## config.mk

```make
export PLATFORM = sky130hd
export DESIGN_NAME = async_fifo_rd_ctrl
export DESIGN_NICKNAME = d
export VERILOG_FILES = /design/src/rtl/async_fifo_rd_ctrl.sv
export SDC_FILE = /design/constraint.sdc
export NUM_CORES = 1
export LEC_CHECK = 0
export CAP_MARGIN = 20
export CORE_ASPECT_RATIO = 0.9
export CORE_MARGIN = 8
export CORE_UTILIZATION = 40
export CTS_CLUSTER_SIZE = 20
export DETAILED_ROUTE_END_ITERATION = 6
export PLACE_DENSITY = 0.65
export SYNTH_ARGS = -nofsm -noshare
export SYNTH_HDL_FRONTEND = slang
export SYNTH_SLANG_ARGS = --single-unit
```

## constraint.sdc

```tcl
create_clock -name clk_rd -period 5.6 [get_ports clk_rd]
set_clock_uncertainty 0.05 [all_clocks]
set_input_delay 0.84 -clock clk_rd [delete_from_list [all_inputs] [get_ports clk_rd]]
set_output_delay 0.84 -clock clk_rd [all_outputs]
set_load 0.02 [all_outputs]
```

## src/rtl/async_fifo_rd_ctrl.sv

```systemverilog
// Read-side controller of the dual-clock byte FIFO. Synchronises the Gray write
// pointer, owns the read pointer, and presents memory data as first-word-fall-through
// with a one-entry skid register so a ready consumer sees one word per cycle.
module async_fifo_rd_ctrl #(
  parameter int unsigned DATA_W     = 8,
  parameter int unsigned ADDR_W     = 6,
  parameter int unsigned AEMPTY_THR = 4
) (
  input  logic              clk_rd,
  input  logic              rst,
  input  logic [ADDR_W:0]   wr_ptr_gray,
  output logic [ADDR_W:0]   rd_ptr_gray,
  output logic              mem_rd_en,
  output logic [ADDR_W-1:0] mem_rd_addr,
  input  logic [DATA_W-1:0] mem_rd_data,
  output logic [DATA_W-1:0] dout,
  output logic              dout_valid,
  input  logic              dout_ready,
  output logic [ADDR_W:0]   rd_count,
  output logic              buf_empty,
  output logic              almost_empty
);

  localparam int unsigned PtrW = ADDR_W + 1;
  localparam logic [ADDR_W:0] AEmptyThr = PtrW'(AEMPTY_THR);

  function automatic logic [ADDR_W:0] gray2bin(input logic [ADDR_W:0] g);
    logic [ADDR_W:0] b;
    b[ADDR_W] = g[ADDR_W];
    for (int i = int'(ADDR_W) - 1; i >= 0; i--) begin
      b[i] = b[i+1] ^ g[i];
    end
    return b;
  endfunction

  function automatic logic [ADDR_W:0] bin2gray(input logic [ADDR_W:0] b);
    return b ^ (b >> 1);
  endfunction

  logic [ADDR_W:0]   wr_sync1_q, wr_sync2_q;
  logic [ADDR_W:0]   wr_bin_s;
  logic [ADDR_W:0]   rd_ptr_bin_q, rd_ptr_bin_inc;
  logic              pending_q;
  logic [DATA_W-1:0] skid_q, skid_d, dout_d;
  logic              skid_valid_q, skid_valid_d, dout_valid_d;
  logic              avail, pop;
  logic [1:0]        used;

  assign wr_bin_s       = gray2bin(wr_sync2_q);
  assign rd_count       = wr_bin_s - rd_ptr_bin_q;
  assign avail          = (rd_count != '0);
  assign pop            = dout_valid & dout_ready;
  // Slots already committed: held word, skid word and the word in flight from memory.
  assign used           = {1'b0, dout_valid} + {1'b0, skid_valid_q} + {1'b0, pending_q};
  assign mem_rd_en      = avail & ((used - {1'b0, pop}) < 2'd2);
  assign mem_rd_addr    = rd_ptr_bin_q[ADDR_W-1:0];
  assign rd_ptr_bin_inc = rd_ptr_bin_q + 1'b1;
  assign buf_empty      = ~avail & ~pending_q & ~dout_valid & ~skid_valid_q;
  assign almost_empty   = (rd_count <= AEmptyThr);

  // Two-flop synchroniser on the incoming Gray write pointer.
  always_ff @(posedge clk_rd or posedge rst) begin
    if (rst) begin
      wr_sync1_q <= '0;
      wr_sync2_q <= '0;
    end else begin
      wr_sync1_q <= wr_ptr_gray;
      wr_sync2_q <= wr_sync1_q;
    end
  end

  // Read pointer (binary and exported Gray) advance on each fetch; pending tracks in-flight data.
  always_ff @(posedge clk_rd or posedge rst) begin
    if (rst) begin
      rd_ptr_bin_q <= '0;
      rd_ptr_gray  <= '0;
      pending_q    <= 1'b0;
    end else begin
      pending_q <= mem_rd_en;
      if (mem_rd_en) begin
        rd_ptr_bin_q <= rd_ptr_bin_inc;
        rd_ptr_gray  <= bin2gray(rd_ptr_bin_inc);
      end
    end
  end

  // Route the landing word and the skid entry into the output register, preserving order.
  always_comb begin
    dout_d       = dout;
    dout_valid_d = dout_valid;
    skid_d       = skid_q;
    skid_valid_d = skid_valid_q;
    if (pending_q) begin
      if (!dout_valid) begin
        dout_d       = mem_rd_data;
        dout_valid_d = 1'b1;
      end else if (pop) begin
        if (skid_valid_q) begin
          // Older skid word goes out first; the landing word takes its place.
          dout_d = skid_q;
          skid_d = mem_rd_data;
        end else begin
          dout_d = mem_rd_data;
        end
      end else begin
        skid_d       = mem_rd_data;
        skid_valid_d = 1'b1;
      end
    end else if (pop) begin
      if (skid_valid_q) begin
        dout_d       = skid_q;
        skid_valid_d = 1'b0;
      end else begin
        dout_valid_d = 1'b0;
      end
    end
  end

  // Output and skid registers.
  always_ff @(posedge clk_rd or posedge rst) begin
    if (rst) begin
      dout         <= '0;
      dout_valid   <= 1'b0;
      skid_q       <= '0;
      skid_valid_q <= 1'b0;
    end else begin
      dout         <= dout_d;
      dout_valid   <= dout_valid_d;
      skid_q       <= skid_d;
      skid_valid_q <= skid_valid_d;
    end
  end

endmodule

```

# ---- Word level (Yosys, flattened, before mapping)
# Index checks and enable logic that the tools add are counted.
dict set report totals {
  register_bits 47
  word_cells 59
}
dict set report op_classes {
  add_sub_neg 5
  order_cmp 2
  n_eq_ne 5
  n_mux 15
  bitwise 16
  reduce_logical 7
}
# cell n
set op_table {}
lappend op_table {{8-bit 2-to-1 mux} 8}
lappend op_table {{3-bit AND reduction} 3}
lappend op_table {{2-bit != test, second input constant} 4}
lappend op_table {{7-bit by 1-bit adder with 7-bit output, second input constant} 1}
lappend op_table {{7-bit by 3-bit less-or-equal comparator with 1-bit output, second input constant} 1}
lappend op_table {{1-bit 2-to-1 mux} 7}
lappend op_table {{7-bit nonzero test} 1}
lappend op_table {{7-bit subtractor} 1}
lappend op_table {{7-bit by 6-bit bitwise XOR with 7-bit output} 1}
lappend op_table {{1-bit bitwise XOR} 6}
lappend op_table {{1-bit AND} 5}
lappend op_table {{1-bit inverter} 4}
lappend op_table {{2-bit nonzero test} 2}
lappend op_table {{1-bit by 1-bit adder with 2-bit output} 1}
lappend op_table {{2-bit by 1-bit adder with 2-bit output} 1}
lappend op_table {{2-bit < comparator, second input constant} 1}
lappend op_table {{2-bit by 1-bit != test with 1-bit output, second input constant} 1}
lappend op_table {{2-bit AND reduction} 1}
lappend op_table {{2-bit by 1-bit subtractor with 2-bit output} 1}

# ---- Depth between registers and ports, before layout
# Gate-level depths: netlist (run 1).
dict set report depth {
  ltp_word 12
  mapped_depth 14
  ltp_nobuf 14
}

# ---- Least setup slack after synthesis (run 1)
# Ideal clock, no wire load.
dict set report synth_timing {
  path_kind {flip-flop to output port}
  start {reg wr_sync2_q[6]}
  end {out almost_empty}
  arrival_ps 3797
  t_required_ps 4710
  setup_slack_ps 913
  stages_incl_launch_ff 15
  n_path_buf 0
  path_cell_list {dfrtp_1 -> xor2_1 -> xnor2_1 -> xor2_1 -> xor2_1 -> xor2_1 -> xor2_1 -> ha_1 -> fa_1 -> nand2b_1 -> a211oi_4 -> o32ai_2 -> a2111oi_4 -> nand2_1 -> a21oi_1}
}
dict set report synth_via {
  elab_chain_cells 8
}
# element line
set synth_rtl {}
lappend synth_rtl {{start, declared} 40} ;# logic [ADDR_W:0] wr_sync1_q, wr_sync2_q;
lappend synth_rtl {{start signal, assigned} 68} ;# wr_sync2_q <= wr_sync1_q;
lappend synth_rtl {{1-bit bitwise XOR (6 in series)} 31} ;# b[i] = b[i+1] ^ g[i];
lappend synth_rtl {{7-bit subtractor (*)} 50} ;# assign rd_count = wr_bin_s - rd_ptr_bin_q;
lappend synth_rtl {{7-bit by 3-bit less-or-equal comparator with 1-bit output (*)} 59} ;# assign almost_empty = (rd_count <= AEmptyThr);
lappend synth_rtl {{end, declared} 21} ;# output logic almost_empty
# Every way passes the cells marked *; elsewhere a longest branch is shown, timed or not.

# ---- Worst setup path in the final report (run 1)
dict set report layout_timing {
  start {reg wr_sync2_q[6]}
  end {out mem_rd_en}
}
dict set report layout_via {
  elab_chain_cells 9
}
# element line
set layout_rtl {}
lappend layout_rtl {{1-bit bitwise XOR (6 in series)} 31}
lappend layout_rtl {{7-bit subtractor (*)} 50}
lappend layout_rtl {{7-bit nonzero test (*)} 51} ;# assign avail = (rd_count != '0);
lappend layout_rtl {{1-bit AND (*)} 55} ;# assign mem_rd_en = avail & ((used - {1'b0, pop}) < 2'd2);
lappend layout_rtl {{end, declared} 13} ;# output logic mem_rd_en,
# Marks and branches as above.

==> results of run 1 <==
routing by layer:
layer	GRT usage, %	up-vias
met5	0	-
met4	3.16	0
met3	4.33	5
met2	19.1	38
met1	14.0	819
li1	-	842
area by class of cell:
type                    count  area, um^2  area share (%)
clock inverters             2        13.8           0.450
clock buffers               6        72.6            2.37
multi-input cells         142        1140            37.4
repair buffers             52         520            17.0
well taps                  70        87.6            2.86
inverters                  19        71.3            2.33
flip-flops and latches     46        1150            37.6
Yosys cell counts:
library cell,n,area share [%]
dfrtp_1,46,48
a21oi_1,21,4.4
inv_1,19,3.0
nor2_1,17,2.7
mux2_2,15,7.1
xnor2_1,15,5.5
ha_1,11,5.8
xor2_1,9,3.3
mux2i_1,8,3.4
nand2_1,8,1.3
o21ai_0,5,1.1
nand3_1,4,0.84
a211oi_1,3,0.95
clkbuf_1,3,0.47
nand2b_1,2,0.53
or4_1,2,0.63
a2111o_1,1,0.47
a2111oi_0,1,0.37
a2111oi_4,1,1.2
a211o_2,1,0.42
a211oi_4,1,0.84
a21oi_4,1,0.68
a221oi_1,1,0.37
a2bb2oi_1,1,0.37
and2_2,1,0.32
fa_1,1,0.84
nor2b_1,1,0.26
nor3_2,1,0.42
nor3b_1,1,0.32
o211ai_1,1,0.32
o22ai_1,1,0.26
o2bb2ai_1,1,0.37
o311ai_2,1,0.68
o32ai_2,1,0.68
or2_2,1,0.26
or2b_1,1,0.32
or3_1,1,0.26
xor2_2,1,0.68
path summary, 6_finish.rpt:
path                                    start  cells past startpoint              to  slack (ns)
worst max-delay path            wr_sync2_q[6]                     15       mem_rd_en        0.54
worst min-delay path            wr_sync1_q[5]                      0   wr_sync2_q[5]        0.30
worst max register to register  wr_sync2_q[6]                     15  rd_ptr_gray[0]        1.51
worst min register to register  wr_sync1_q[5]                      0   wr_sync2_q[5]        0.30
max in group asynchronous                 rst                      2       skid_q[1]        3.91
min in group asynchronous                 rst                      2         dout[3]        1.01
kinds of logic after synthesis:
logic type | synth area share [%]
adder cells (fa/ha/maj) | 6.63
buffers and inverters | 3.47
multiplexers | 10.5
XOR/XNOR | 9.52
AND/OR/NAND/NOR | 8.10
AO/OA/AOI/OAI | 13.4
flip-flops | 48.4
registers in the layout (all words and copies together) (netlist names):
signal        flops
dout              8
skid_q            8
rd_ptr_gray       7
wr_sync1_q        7
wr_sync2_q        7
rd_ptr_bin_q      6
dout_valid        1
pending_q         1
skid_valid_q      1
worst max-delay path: cells and delay by family (launching register included):
family / cells / cell delay, ns
simple gates: 1 / 0.21
compound gates: 4 / 0.94
flops: 1 / 0.42
buf+inv: 2 / 0.46
fa+ha+maj: 2 / 0.61
xor+xnor: 6 / 1.22
metrics by stage:
stage                     util (%)  worst slack, ns
after detailed placement      51.6            0.314
after global routing          53.5            0.201
after CTS                     53.2            0.111
after floorplan                  -            0.913
after global placement        51.6            0.506
final                         53.5            0.543
repair_timing:
| action | in CTS | in global routing |
|---|---|---|
| hold buffers | 0 | 0 |
| setup buffers | 1 | 0 |
| pin swaps | 1 | 0 |
| setup endpoints to repair | 1 | 3 |
| gates resized for setup | 0 | 3 |
==> results.toml, run 1 <==
[status]
status = "finished clean"

[critical_path]
crit_chain = "xor2_1, xnor2_1, xor2_1, xor2_1, xor2_1, xor2_1, ha_1, fa_1, nand2b_1, a211oi_4, o32ai_2, a2111oi_4, buf_4, a21oi_4, dlymetal6s2s_1"
crit_required_ns = 4.71
cpMaxStageDelayCell = "dfrtp_1"
slowest_delay_ns = 0.42
crit_type = "reg2out"
cpMostUsedCell = "xor2_1"
cp_max_fo = 10
startpoint_type = "flop"
crit_path_end_kind = "output pin"
cp_data_arrival_time_ns = 4.17

[timing]
worst_pin_slew_ns = 1.00
fin_crit_sh_pct = 90.3
relSlewSlack_pct = 32.8
fmax_mhz = 198
final-hold-violation-count = 0
finalMaxSlewViolations = 0
period_needed_ns = 5.06
tns_ns = 0
fin_hold_ws_ns = 0.302
setup_viol = 0
rsz0062_at_grt = "no"

[floorplanning]
rows = 26
die_x_um = 97.3
die_area_um2 = 8670
die_h_um = 89.2
start_util_pct = 41.5
core-area_um2 = 5730
ioPinCount = 50

[place]
dpl-instance-area_um2 = 2950
dp_hpwl_um = 3760
portBuffers = 49
gp_congestion = 0.771
dp.cells = 327

[final_layout]
layout.cells.non_filler = 337
area_delta_synth_final_pct = 28.7
antennaDiodeCount = 0
nets = 296
final_cell_mix = "46 x dfrtp_1, 46 x clkdlybuf4s50_1, 21 x a21oi_1"
fill_cells = 542
final_cell_area_um2 = 3060
drive_gt1_share_pct = 13.5

[global_route]
grt_pass1_wl_um = 8210
grt_max_degree = 47
antenna_found_initial = 0
grt_usage_pct = 11.6
grt_pass1_vias = 1810
gr-total-overflow = 0

[yosys]
ys_seq_area_share_pct = 48.4
yosys_warnings = 0
syn_inst = 210
syn-num-nets = 240
syn_area_per_cell_um2 = 11.3
ys_types = 38
synth-seq-cells = 46
synthesis.area_um2 = 2380

[clocking]
cts_sinks = 46
cts_root_buf = "clkbuf_8"
cts_buffers = 5
cts.clk_slew.worst_paths_ns = 0.08
cts_tree = "yes"
clk_path_buf_depth = 2
htreeDepth = 2
worst_skew_pair.late_latency_ns = 0.29

[route]
wl_met3_um = 292
postRouteAntennaNets = 0
first_pass_iters = 3
wl_per_cell_um = 14.2
drc = 0
vias = 1704
drt_iter0_markers = 30
routed.top_layer = "met4"
routed_wl_um = 4790
vias_per_cell = 5.06
met2_length_um = 2170
m1WireLength_um = 2280

[flow_run]
drv_cap = 0

[hold_path]
hold_path_class = "reg2reg"
Power of run 1 is not shown: default switching activity piles up to over one toggle a cycle in this logic, so the estimate is an artifact.
==> inputs of run 2 (changes only) <==
TNS_END_PERCENT = 1   (was unset)
==> results of run 2 <==
No change in the layout: final DEF, timing and power equal those of run 1.
Power of run 2 is left out for the same reason.
==> inputs of run 3 (changes only) <==
TNS_END_PERCENT = unset   (was 1)
==> results of run 3 <==
No change in the layout: final DEF, timing and power equal those of run 1.
Power of run 3 is left out for the same reason.
